`src/rtl/seg7_out.sv`:
```
// seg7_out: memory-mapped eight-digit seven-segment display controller.
// Captures 32-bit store data on an I/O write to SEG_ADDR and time-multiplexes
// the eight hex nibbles onto a common-anode, active-low display.
// Optional feature macro: SEG_BLANK_LEADING_ZERO_EN (blanks digits above the
// highest non-zero nibble; digit 0 is always shown).
// Handshake: io_write is a plain per-cycle strobe with no ready/back-pressure;
// a write is accepted on any edge where io_write=1 and addr==SEG_ADDR.
module seg7_out #(
    parameter logic [31:0] SEG_ADDR = 32'hFFFF_FC60,
    parameter int          SCAN_DIV = 100000
) (
    input  logic        clk,
    input  logic        rst_n,
    input  logic        io_write,
    input  logic [31:0] addr,
    input  logic [31:0] w_data,
    output logic [7:0]  seg_en,
    output logic [7:0]  seg_out
);

    // SCAN_DIV is at most 2^20, so the terminal count fits in 20 bits.
    localparam logic [19:0] DIV_LAST = 20'(SCAN_DIV - 1);

    logic [31:0] r_disp;
    logic [19:0] r_div_cnt;
    logic [2:0]  r_idx;
    logic [7:0]  r_seg_en;
    logic [7:0]  r_seg_out;

    logic        w_capture;
    logic        w_div_last;
    logic [19:0] w_div_next;
    logic [2:0]  w_idx_next;
    logic [31:0] w_disp_next;
    logic [3:0]  w_nibble;
    logic [7:0]  w_en_next;
    logic [7:0]  w_seg_next;

    // Standard hex glyphs, segments {dp,g,f,e,d,c,b,a}, active-low, dp off.
    function automatic logic [7:0] hex_glyph(input logic [3:0] n);
        logic [7:0] g;
        g = 8'hFF;
        case (n)
            4'h0: g = 8'hC0;
            4'h1: g = 8'hF9;
            4'h2: g = 8'hA4;
            4'h3: g = 8'hB0;
            4'h4: g = 8'h99;
            4'h5: g = 8'h92;
            4'h6: g = 8'h82;
            4'h7: g = 8'hF8;
            4'h8: g = 8'h80;
            4'h9: g = 8'h90;
            4'hA: g = 8'h88;
            4'hB: g = 8'h83;
            4'hC: g = 8'hC6;
            4'hD: g = 8'hA1;
            4'hE: g = 8'h86;
            4'hF: g = 8'h8E;
        endcase
        return g;
    endfunction

    // Next-state logic: address decode, scan divider and digit index advance.
    always_comb begin
        w_capture   = io_write && (addr == SEG_ADDR);
        w_div_last  = (r_div_cnt == DIV_LAST);
        w_div_next  = w_div_last ? 20'd0 : r_div_cnt + 20'd1;
        w_idx_next  = w_div_last ? r_idx + 3'd1 : r_idx;
        w_disp_next = w_capture ? w_data : r_disp;
    end

`ifdef SEG_BLANK_LEADING_ZERO_EN
    logic [2:0] w_top;

    // Position of the highest non-zero nibble; 0 when the value is zero so
    // that digit 0 always remains visible.
    always_comb begin
        w_top = 3'd0;
        for (int i = 1; i < 8; i++) begin
            if (r_disp[4*i +: 4] != 4'h0) begin
                w_top = 3'(i);
            end
        end
    end
`endif

    // Output decode from the index and display register as they stand now;
    // the result is registered, giving one cycle of latency.
    always_comb begin
        w_nibble   = r_disp[{r_idx, 2'b00} +: 4];
        w_en_next  = ~(8'd1 << r_idx);
        w_seg_next = hex_glyph(w_nibble);
`ifdef SEG_BLANK_LEADING_ZERO_EN
        if (r_idx > w_top) begin
            w_en_next  = 8'hFF;
            w_seg_next = 8'hFF;
        end
`endif
    end

    // State and output registers with synchronous active-low reset.
    always_ff @(posedge clk) begin
        if (!rst_n) begin
            r_disp    <= 32'd0;
            r_div_cnt <= 20'd0;
            r_idx     <= 3'd0;
            r_seg_en  <= 8'hFF;
            r_seg_out <= 8'hFF;
        end else begin
            r_disp    <= w_disp_next;
            r_div_cnt <= w_div_next;
            r_idx     <= w_idx_next;
            r_seg_en  <= w_en_next;
            r_seg_out <= w_seg_next;
        end
    end

    assign seg_en  = r_seg_en;
    assign seg_out = r_seg_out;

endmodule

```
`config.mk`:
```
export PLATFORM = sky130hd
export DESIGN_NAME = seg7_out
export DESIGN_NICKNAME = d
export VERILOG_FILES = /design/src/rtl/seg7_out.sv
export SDC_FILE = /design/constraint.sdc
export NUM_CORES = 1
export LEC_CHECK = 0
export ABC_CLOCK_PERIOD_IN_PS = 2700
export BUFFER_PORTS_ARGS = -buffer_cell sky130_fd_sc_hd__buf_2
export CAP_MARGIN = 20
export CORE_ASPECT_RATIO = 1.25
export CORE_MARGIN = 2
export CORE_UTILIZATION = 40
export DETAILED_ROUTE_END_ITERATION = 12
export MAX_ROUTING_LAYER = met4
export PLACE_DENSITY = 0.66
export SLEW_MARGIN = 5
export SYNTH_ARGS = -nofsm -noshare
export SYNTH_HDL_FRONTEND = slang
export SYNTH_SLANG_ARGS = --single-unit
```
`constraint.sdc`:
```
create_clock -name clk -period 2.7 [get_ports clk]
set_clock_uncertainty 0.2 [all_clocks]
set_input_delay 0.135 -clock clk [delete_from_list [all_inputs] [get_ports clk]]
set_output_delay 0.135 -clock clk [all_outputs]
set_load 0.05 [all_outputs]
```
Word-level counts from Yosys, hierarchy flattened:

Memories as Yosys holds them, arrays and structs flattened. A register that Yosys moved wholly into a read port is not among the register bits.
Cells that the tools add are included.

* add/sub/neg operators: 2
* reductions and logical operators: 3
* eq/ne operators: 2
* bitwise logic cells: 2
* shift-type cells: 2

Operator list (number)
* 32-bit == test, second input constant: 1
* 32-bit by 6-bit variable part select with 4-bit output: 1
* 20-bit by 1-bit adder with 20-bit output, second input constant: 1
* 20-bit by 17-bit == test with 1-bit output, second input constant: 1
* 8-bit NOT: 1
* 1-bit by 3-bit << shifter with 8-bit output, first input constant: 1
* 3-bit by 1-bit adder with 3-bit output, second input constant: 1
* 2-bit OR reduction: 1
* 1-bit logical AND: 1
* 1-bit logical NOT: 1
* 1-bit NOT: 1

* memory bits (read-only): 112
* logic and storage cells: 17
* register bits: 71
* output and inout port bits: 16
* input bits: 67
* memories: 1

Memories
* (no name shown): depth 16, bits a word 7, read ports 1, clocked after memory_dff 1, wr ports 0, line 43 `case (n)`

Logic depth before layout (Yosys ltp):

Gate-level depths: netlist of the first run.

* depth in word-level cells: 2
* depth in mapped cells: 8
* mapped depth without buffers: 7

Worst setup path after synthesis of the first run:

Ideal clock, no wire load.

* path kind: register to register
* start: reg r_idx[0]
* end: reg r_seg_out[3] (netlist: seg_out[3])
* stages on the path, launching flop included: 9
* slack: 0.036 ns
* period minus slack after synthesis: 2.664 ns
* path buffers: 1
* library setup time: 0.136 ns
* arrival: 2.328 ns
* required time: 2.364 ns
* path through: dfxtp_1 -> buf_4 -> mux4_2 -> mux2i_1 -> inv_1 -> ha_1 -> a21boi_1 -> a2111oi_0 -> a31oi_1

* word-level cells in the longest chain between the ends: 1

Ends and longest elaborated chain
* start, declared: line 26 `logic [2:0] r_idx;`
* start signal, assigned: line 113 `r_idx <= w_idx_next;`
* 32-bit by 6-bit variable part select with 4-bit output: line 91 `w_nibble = r_disp[{r_idx, 2'b00} +: 4];`
* end, declared: line 28 `logic [7:0] r_seg_out;`

Every way passes these cells.
A chain may end at the register's enable or synchronous reset.

Final worst setup path of the first run:

* start: reg r_idx[0]
* end: reg r_seg_out[6] (netlist: seg_out[6])

The elaborated chain is that of the path after synthesis.

==> results of run 1 <==
worst max-delay path, cell delays in order (launching register included):
cell and delay, ns:
dfxtp_2 0.46, mux4_2 0.53, mux2_2 0.34, ha_1 0.26, mux2i_1 0.16, nor2_1 0.06, a311o_1 0.31
Yosys cell counts, types with 3 or more instances:
cell,number
dfxtp_1,70
nor2_1,63
mux2i_1,39
nand2_1,21
xor2_1,14
ha_1,13
nand3_1,13
nand4_1,9
buf_2,7
clkbuf_1,7
inv_1,7
mux4_2,6
xnor2_1,6
nor4_1,5
and4_1,3
nor2b_1,3
nor3_1,3
report_power, final:
part | internal, W | switching (W)
sequential | 0.00104 | 0.00000527
clock | 0.000481 | 0.000397
combinational | 0.0000801 | 0.0000712
total | 0.00160 | 0.000473
metal layers:
metal / wire length [um] / vias up
met5: 0 / -
met3: 315 / 17
li1: - / 1339
met2: 3880 / 80
met4: 185 / 0
met1: 2940 / 1211
metrics by stage:
step	instance area, um2	hold slack (ns)	worst slack, ns	total power [W]	cells
final	4200	0.279	0.272	0.00208	539
after global routing	4200	0.314	0.0564	0.00215	539
after CTS	4200	0.294	0.104	0.00210	539
after detailed placement	3660	0.171	0.130	0.00118	490
after global placement	3660	0.164	0.223	0.00118	490
after floorplan	3140	0.0552	0.0355	0.00112	320
timing repair:
item,CTS,global route
gates resized for setup,0,1
endpoints found under the hold margin,43,0
setup endpoints to repair,0,2
hold buffers,33,0
cell families after synthesis:
group | synth area share
buffers and inverters | 0.0339
AO/OA/AOI/OAI | 0.0403
other | 0.00120
flip-flops | 0.447
XOR/XNOR | 0.0558
multiplexers | 0.182
AND/OR/NAND/NOR | 0.189
adder cells (fa/ha/maj) | 0.0518
registers in the layout, indices dropped and copies added, names as in the netlist:
register / flops
r_div_cnt: 20
seg_out: 7
r_disp: 32
seg_en: 8
r_idx: 3
layout make-up:
type / instances / area (um2) / area share
Clock buffer: 12 / 155 / 0.0369
Clock inverter: 4 / 55.1 / 0.0131
Inverter: 8 / 30.0 / 0.00714
Multi-Input combinational cell: 226 / 1630 / 0.388
Sequential cell: 70 / 1400 / 0.334
Tap cell: 95 / 119 / 0.0283
Timing Repair Buffer: 124 / 811 / 0.193
worst min path at each step:
| stage | endpoint | slack, ns | depth (start not counted) |
|---|---|---|---|
| 6_report | r_div_cnt[0] | 0.28 | 1 |
| 5_1_grt | r_div_cnt[0] | 0.31 | 1 |
| 4_1_cts | r_div_cnt[0] | 0.29 | 1 |
| 3_5_place_dp | r_disp[7] | 0.17 | 3 |
| 3_3_place_gp | r_disp[20] | 0.16 | 3 |
| 2_1_floorplan | seg_out[0] | 0.06 | 1 |
==> flow_metrics.env, run 1 <==
export IMPL_status="finished, final reports clean"
export IMPL_worstSetupEndpoint="seg_out[6]"
export IMPL_utilization=0.546
export IMPL_routed_wl_um=7320
export IMPL_wire_per_inst_um=13.6
export IMPL_use_met3=0.0352
export IMPL_cts_buffer_depth=2
export IMPL_numClockSinks=70
export IMPL_r2r_end="seg_out[6]"
export IMPL_drv_slew=0
export IMPL_clkLatencyLatePin_ns=0.34
export IMPL_hold_violations=0
export IMPL_max_cap_viol_count=0
export IMPL_crit_type="reg2reg"
export IMPL_synth_flop_cell="dfxtp_1"
export IMPL_hold_path_startpoint="r_div_cnt[0]"
export IMPL_cts_made_buffers=9
export IMPL_crit_path_start_kind="flip-flop"
export IMPL_grt_use_met1=0.186
export IMPL_p_leak_nw=1.94
export IMPL_drc=0
export IMPL_io_pins=83
export IMPL_htreeDepth=3
export IMPL_rows=36
export IMPL_nets=519
export IMPL_grt_max_degree=33
export IMPL_period_minus_slack_ns=2.43
export IMPL_grt_setup_unrepaired="no"
export IMPL_use_met2=0.360
export IMPL_antenna_found_initial=0
export IMPL_avgSynthCellArea_um2=9.81
export IMPL_yosysTopAreaCell="dfxtp_1"
export IMPL_fillers=666
export IMPL_crit_required_ns=2.73
export IMPL_clk_pin_slew_worst_paths_ns=0.08
export IMPL_cp_arrival_ns=2.45
export IMPL_die_y_um=103
export IMPL_dr_total_vias=2647
export IMPL_ff2ff_setup_slack_ns=0.27
export IMPL_finalSetupTns_ns=0
export IMPL_cts_root_buffer="clkbuf_8"
export IMPL_r2r_start="r_idx[0]"
export IMPL_drive_above_1_share=0.275
export IMPL_drt_pass1_iter_count=4
export IMPL_coreArea_mm2=0.00770
export IMPL_yosys_cell_types_count=41
export IMPL_synth_seq_cells=70
export IMPL_max_slew_margin_rel=0.622
export IMPL_n_antenna_cell=0
export IMPL_synth_top_area_frac=0.447
export IMPL_crit_start="r_idx[0]"
export IMPL_cp_end_kind="flip-flop"
export IMPL_final_cell_mix="buf_2 (81), dfxtp_1 (69), nor2_1 (63)"
export IMPL_worst_slew_pin_slew_ns=0.563
export IMPL_yosys_warnings=0
export IMPL_setup_violations=0
export IMPL_mostFrequentLayoutCell="buf_2"
export IMPL_portBuffers=81
export IMPL_dieArea_mm2=0.00857
export IMPL_synth_yosys_seq_area_share=0.447
export IMPL_cts_tree="yes"
export IMPL_clock_fmax_mhz=412
export IMPL_critPathMaxFanout=8
export IMPL_drt_iter0_markers=98
export IMPL_synthCells=320
export IMPL_cts_setup_buffers=0
export IMPL_grtUsageTotal=0.188
export IMPL_die_x_um=83.2
export IMPL_antenna_left=0
export IMPL_synth_edf_count=0
export IMPL_grt_pass1_vias=2775
export IMPL_async_reset_ff_frac=0
export IMPL_hold_path_class="reg2reg"
export IMPL_grt_ovfl_total=0
export IMPL_powerDensity_mw_per_mm2=494
export IMPL_area_delta_synth_final_pct=33.9
export IMPL_hpwlAfterDp_um=5040
export IMPL_peakVddDrop_mv=0.355
export IMPL_place_congestion=0.892
export IMPL_synthTopCellsByArea="dfxtp_1 (45%), mux2i_1 (12%), nor2_1 (7.5%)"
export IMPL_start_util=0.407
export IMPL_finalCritPeriodShare=0.899
export IMPL_grt_busiest_layer="met2"
export IMPL_synth_fp_nets=400
export IMPL_viasPerCell=4.91
export IMPL_syn_area_mm2=0.00314
export IMPL_grt_pass1_wl_um=12400
export IMPL_reg2regPathDepth=6
(Power assumes the default switching activity.)
==> inputs of run 2 (changes only) <==
Settings changed: MAX_ROUTING_LAYER met4 to not set, TNS_END_PERCENT set to 30.
==> run 2 against run 1 <==
  * Power fell by 1.8%
  * Critical path depth did not move
  * Die area did not move
  * Setup slack improved by 0.023 ns
  * Worst hold slack improved by 0.021 ns
  * Cell area fell by 0.30%
  * First-iteration DRC count fell by 18%
  * Utilization fell by 0.16 points
  * Via count fell by 0.98%
  * Register-to-register slack improved by 0.02 ns
  * Flip-flop and latch count did not move
  * Cell count did not move
  * Largest cell class unchanged
==> flow_metrics.env, run 2 (synthesis gave the netlist of run 1 again) <==
export IMPL_grt_max_degree=33
export IMPL_cp_end_kind="flip-flop"
export IMPL_antenna_left=0
export IMPL_io_pins=83
export IMPL_cts_made_buffers=9
export IMPL_hold_path_class="reg2reg"
export IMPL_place_congestion=0.887
export IMPL_numClockSinks=70
export IMPL_max_cap_viol_count=0
export IMPL_hpwlAfterDp_um=5040
export IMPL_routed_wl_um=6750
export IMPL_grt_setup_unrepaired="no"
export IMPL_grtUsageTotal=0.170
export IMPL_portBuffers=81
export IMPL_max_slew_margin_rel=0.638
export IMPL_drv_slew=0
export IMPL_start_util=0.407
export IMPL_grt_ovfl_total=0
export IMPL_clock_fmax_mhz=416
export IMPL_finalSetupTns_ns=0
export IMPL_mostFrequentLayoutCell="buf_2"
export IMPL_crit_path_start_kind="flip-flop"
export IMPL_grt_pass1_vias=2598
export IMPL_dp_cells=490
export IMPL_largest_register="r_disp"
export IMPL_viasPerCell=4.86
export IMPL_cts_buffer_depth=2
export IMPL_finalCritPeriodShare=0.891
export IMPL_drc=0
export IMPL_dieArea_mm2=0.00857
export IMPL_finalNonFillerCells=539
export IMPL_nets=519
export IMPL_area_delta_synth_final_pct=33.5
export IMPL_cp_arrival_ns=2.45
export IMPL_final_cell_mix="buf_2 (81), dfxtp_1 (69), nor2_1 (63)"
export IMPL_utilization=0.544
export IMPL_drt_pass1_iter_count=4
export IMPL_grt_pass1_wl_um=11600
export IMPL_critPathMaxFanout=8
export IMPL_worst_slew_pin_slew_ns=0.538
export IMPL_crit_type="reg2reg"
export IMPL_status="finished, final reports clean"
export IMPL_rows=36
export IMPL_setup_violations=0
export IMPL_largest_reg_flops=32
export IMPL_drive_above_1_share=0.275
export IMPL_crit_required_ns=2.75
export IMPL_drt_iter0_markers=80
export IMPL_cts_tree="yes"
export IMPL_dr_total_vias=2621
export IMPL_fillers=675
export IMPL_clk_pin_slew_worst_paths_ns=0.08
export IMPL_cts_root_buffer="clkbuf_8"
export IMPL_p_leak_nw=1.93
export IMPL_hold_violations=0
export IMPL_die_y_um=103
export IMPL_coreArea_mm2=0.00770
export IMPL_wire_per_inst_um=12.5
export IMPL_period_minus_slack_ns=2.40
export IMPL_antenna_found_initial=0
export IMPL_die_x_um=83.2
export IMPL_p_total_w=0.00204
export IMPL_n_antenna_cell=0
export IMPL_peakVddDrop_mv=0.305
export IMPL_clkLatencyLatePin_ns=0.35
export IMPL_powerDensity_mw_per_mm2=487
export IMPL_htreeDepth=3
-- run 2: cell count changes in the layout (fill, tap and decap cells not counted) --
cell        before  now
clkinv_4         2    1
inv_6            0    1
clkbuf_8        11    9
clkinvlp_4       1    3
-- run 2: cell type report --
cell class	count	area [um2]	area share
Sequential cell	70	1400	0.335
Tap cell	95	119	0.0284
Timing Repair Buffer	124	811	0.193
Clock buffer	10	128	0.0305
Multi-Input combinational cell	226	1630	0.389
Inverter	8	30.0	0.00717
Clock inverter	6	70.1	0.0167
-- run 2: critical path, stage by stage (launching register included) --
cell	delay (ns)
dfxtp_2	0.46
mux4_2	0.54
mux2_2	0.34
ha_1	0.26
mux2i_1	0.15
nor2_1	0.06
a311o_1	0.31
-- run 2: worst paths after layout --
kind,start,to,slack (ns),depth (start not counted)
worst max register to register,r_idx[0],seg_out[6],0.30,6
worst max-delay path,r_idx[0],seg_out[6],0.30,6
worst min register to register,r_disp[14],r_disp[14],0.30,2
worst min-delay path,r_disp[14],r_disp[14],0.30,2
-- run 2: through the flow --
stage          area [um2]  worst slack (ns)  hold WS, ns
2_1_floorplan        3140            0.0355       0.0552
3_3_place_gp         3660             0.223        0.163
3_5_place_dp         3660             0.148        0.172
4_1_cts              4190             0.138        0.305
5_1_grt              4190            0.0717        0.331
6_report             4190             0.295        0.300
-- run 2: routing by layer --
layer	up-vias	wire length (um)	global-route usage	share of wire
met5	-	0	0	0
met1	1187	2850	0.187	0.42
li1	1340	-	-	-
met2	83	3490	0.323	0.52
met3	11	300	0.0376	0.044
met4	0	106	0.0643	0.016
-- run 2: report_power, final --
part / switching [W] / total [W] / internal, W
sequential: 0.00000530 / 0.00105 / 0.00104
combinational: 0.0000680 / 0.000148 / 0.0000799
clock: 0.000413 / 0.000845 / 0.000431
total: 0.000487 / 0.00204 / 0.00155
-- run 2: what timing repair did --
item | in CTS | in global routing
gates resized for setup | 0 | 1
buffers inserted | 0 | 0
setup endpoints to repair | 0 | 1
hold buffers | 33 | 0
hold endpoints to repair | 43 | 0
==> inputs of run 3 (changes only) <==
Settings changed: REMOVE_ABC_BUFFERS set to 1.
==> run 3 against run 2 <==
  * Die area is the same
  * Maximum frequency shrank 3.2%
  * Global-route usage is 0.15 points higher
  * Critical path type unchanged
==> flow_metrics.env, run 3 (synthesis gave the netlist of run 1 again) <==
export IMPL_status="finished, final reports clean"
export IMPL_io_pins=83
export IMPL_wire_per_inst_um=12.8
export IMPL_path_buf_inv=1
export IMPL_period_minus_slack_ns=2.48
export IMPL_p_leak_nw=1.95
export IMPL_ff2ff_setup_slack_ns=0.22
export IMPL_p_seq_frac=0.464
export IMPL_reg2regPathDepth=7
export IMPL_grt_pass1_wl_um=11800
export IMPL_r2r_end="seg_out[3]"
export IMPL_rows=36
export IMPL_die_x_um=83.2
export IMPL_area_delta_synth_final_pct=34.9
export IMPL_cts_made_buffers=9
export IMPL_cp_end_kind="flip-flop"
export IMPL_slowest_delay_ns=0.53
export IMPL_critPathMaxFanout=8
export IMPL_worstSetupEndpoint="seg_out[3]"
export IMPL_p_switching_w=0.000472
export IMPL_n_antenna_cell=0
export IMPL_crit_start="r_idx[0]"
export IMPL_start_util=0.407
export IMPL_portBuffers=81
export IMPL_powerDensity_mw_per_mm2=533
export IMPL_intPower_w=0.00178
export IMPL_crit_path_start_kind="flip-flop"
export IMPL_switching_share=0.209
export IMPL_die_y_um=103
export IMPL_r2r_start="r_idx[0]"
export IMPL_finalSetupTns_ns=0
export IMPL_clock_fmax_mhz=403
export IMPL_worstSetupPathDepth=7
export IMPL_dp_slack_ns=0.0804
export IMPL_grt_ovfl_total=0
export IMPL_cts_root_buffer="clkbuf_8"
export IMPL_drive_above_1_share=0.274
export IMPL_fin_ws_ns=0.217
export IMPL_coreArea_mm2=0.00770
export IMPL_drt_iter0_markers=95
export IMPL_hpwlAfterDp_um=4760
export IMPL_place_congestion=0.801
export IMPL_grt_setup_unrepaired="no"
export IMPL_hold_violations=0
export IMPL_final_cell_mix="buf_2 (81), dfxtp_1 (69), nor2_1 (63)"
export IMPL_antenna_left=0
export IMPL_cts_buffer_depth=2
export IMPL_largest_register="r_disp"
export IMPL_dieArea_mm2=0.00857
export IMPL_critical_path_top_delay_family="multiplexers"
export IMPL_dr_total_vias=2606
export IMPL_largest_reg_flops=32
export IMPL_clkPwrFrac=0.471
export IMPL_peakVddDrop_mv=0.356
export IMPL_nets=517
export IMPL_finalCritPeriodShare=0.920
export IMPL_antenna_found_initial=0
export IMPL_hold_path_class="reg2reg"
export IMPL_viasPerCell=4.85
export IMPL_drt_pass1_iter_count=4
export IMPL_cp_arrival_ns=2.50
export IMPL_worst_slew_pin_slew_ns=0.694
export IMPL_clkLatencyLatePin_ns=0.35
export IMPL_routed_wl_um=6880
export IMPL_setup_violations=0
export IMPL_crit_slowest_cell="mux4_2"
export IMPL_drv_slew=0
export IMPL_grt_max_degree=33
export IMPL_crit_type="reg2reg"
export IMPL_max_slew_margin_rel=0.537
export IMPL_crit_chain="mux4_2, mux2i_1, inv_1, ha_1, a21boi_1, a2111oi_0, a31oi_1"
export IMPL_whs_ns=0.267
export IMPL_grt_pass1_vias=2674
export IMPL_max_cap_viol_count=0
export IMPL_grtUsageTotal=0.172
export IMPL_clk_pin_slew_worst_paths_ns=0.07
export IMPL_cts_tree="yes"
export IMPL_combPwrFrac=0.066
export IMPL_mostFrequentLayoutCell="buf_2"
export IMPL_htreeDepth=3
export IMPL_crit_required_ns=2.72
export IMPL_drc=0
export IMPL_design_area_mm2=0.00423
export IMPL_placed_area_mm2=0.00365
export IMPL_numClockSinks=70
## run 3: cell types whose count changed in the layout (fill, tap and decap cells not counted)
cell	delta
clkbuf_1	-1
clkinv_4	-1
clkbuf_8	+2
clkinvlp_4	-1
bufinv_16	+2
inv_6	-1
buf_4	-2
## run 3: cell type report
| cell class | count | area, um2 |
|---|---|---|
| clock buffers | 11 | 151 |
| clock inverters | 5 | 105 |
| fillers | 693 | 3470 |
| inverters | 8 | 30.0 |
| multi-input cells | 226 | 1630 |
| flip-flops and latches | 70 | 1400 |
| well taps | 95 | 119 |
| repair buffers | 122 | 796 |
## run 3: how the worst min path moves through the flow
stage	start	endpoint	slack [ns]	cells after the start
after floorplan	rst_n	seg_en[3]	0.004	1
after global placement	w_data[30]	r_disp[30]	0.16	3
after detailed placement	w_data[6]	r_disp[6]	0.17	3
after CTS	r_div_cnt[0]	r_div_cnt[0]	0.27	1
after global routing	r_div_cnt[0]	r_div_cnt[0]	0.30	1
final	r_div_cnt[0]	r_div_cnt[0]	0.27	1
## run 3: worst register-to-register path, stage by stage (launching register included)
cell	delay [ns]
dfxtp_2	0.47
mux4_2	0.53
mux2i_1	0.22
inv_1	0.12
ha_1	0.20
a21boi_1	0.14
a2111oi_0	0.40
a31oi_1	0.09
## run 3: through the flow
stage | util | std cells | power (W)
floorplan | - | 304 | 0.00112
global placement | 0.473 | 488 | 0.00118
detailed placement | 0.473 | 488 | 0.00118
CTS | 0.550 | 537 | 0.00228
global route | 0.550 | 537 | 0.00234
finish | 0.550 | 537 | 0.00226
## run 3: what timing repair did
item,in CTS,in global routing
hold buffers,33,0
setup buffers,0,0
setup endpoints to repair,0,2
hold endpoints to repair,43,0
gates resized for setup,0,1
## run 3: power by group through the flow
stage	logic [W]	clock network [W]	registers, W
after floorplan	0.0000267	0	0.00109
after global placement	0.000109	0	0.00107
after detailed placement	0.000110	0	0.00107
after CTS	0.000147	0.00109	0.00105
after global routing	0.000160	0.00113	0.00105
final	0.000148	0.00106	0.00105
## run 3: layer usage
| metal | vias to the layer above | share of wire | GRT usage |
|---|---|---|---|
| li1 | 1331 | - | - |
| met1 | 1198 | 0.43 | 0.195 |
| met2 | 62 | 0.50 | 0.296 |
| met3 | 15 | 0.044 | 0.0512 |
| met4 | 0 | 0.024 | 0.0883 |
| met5 | - | 0 | 0 |
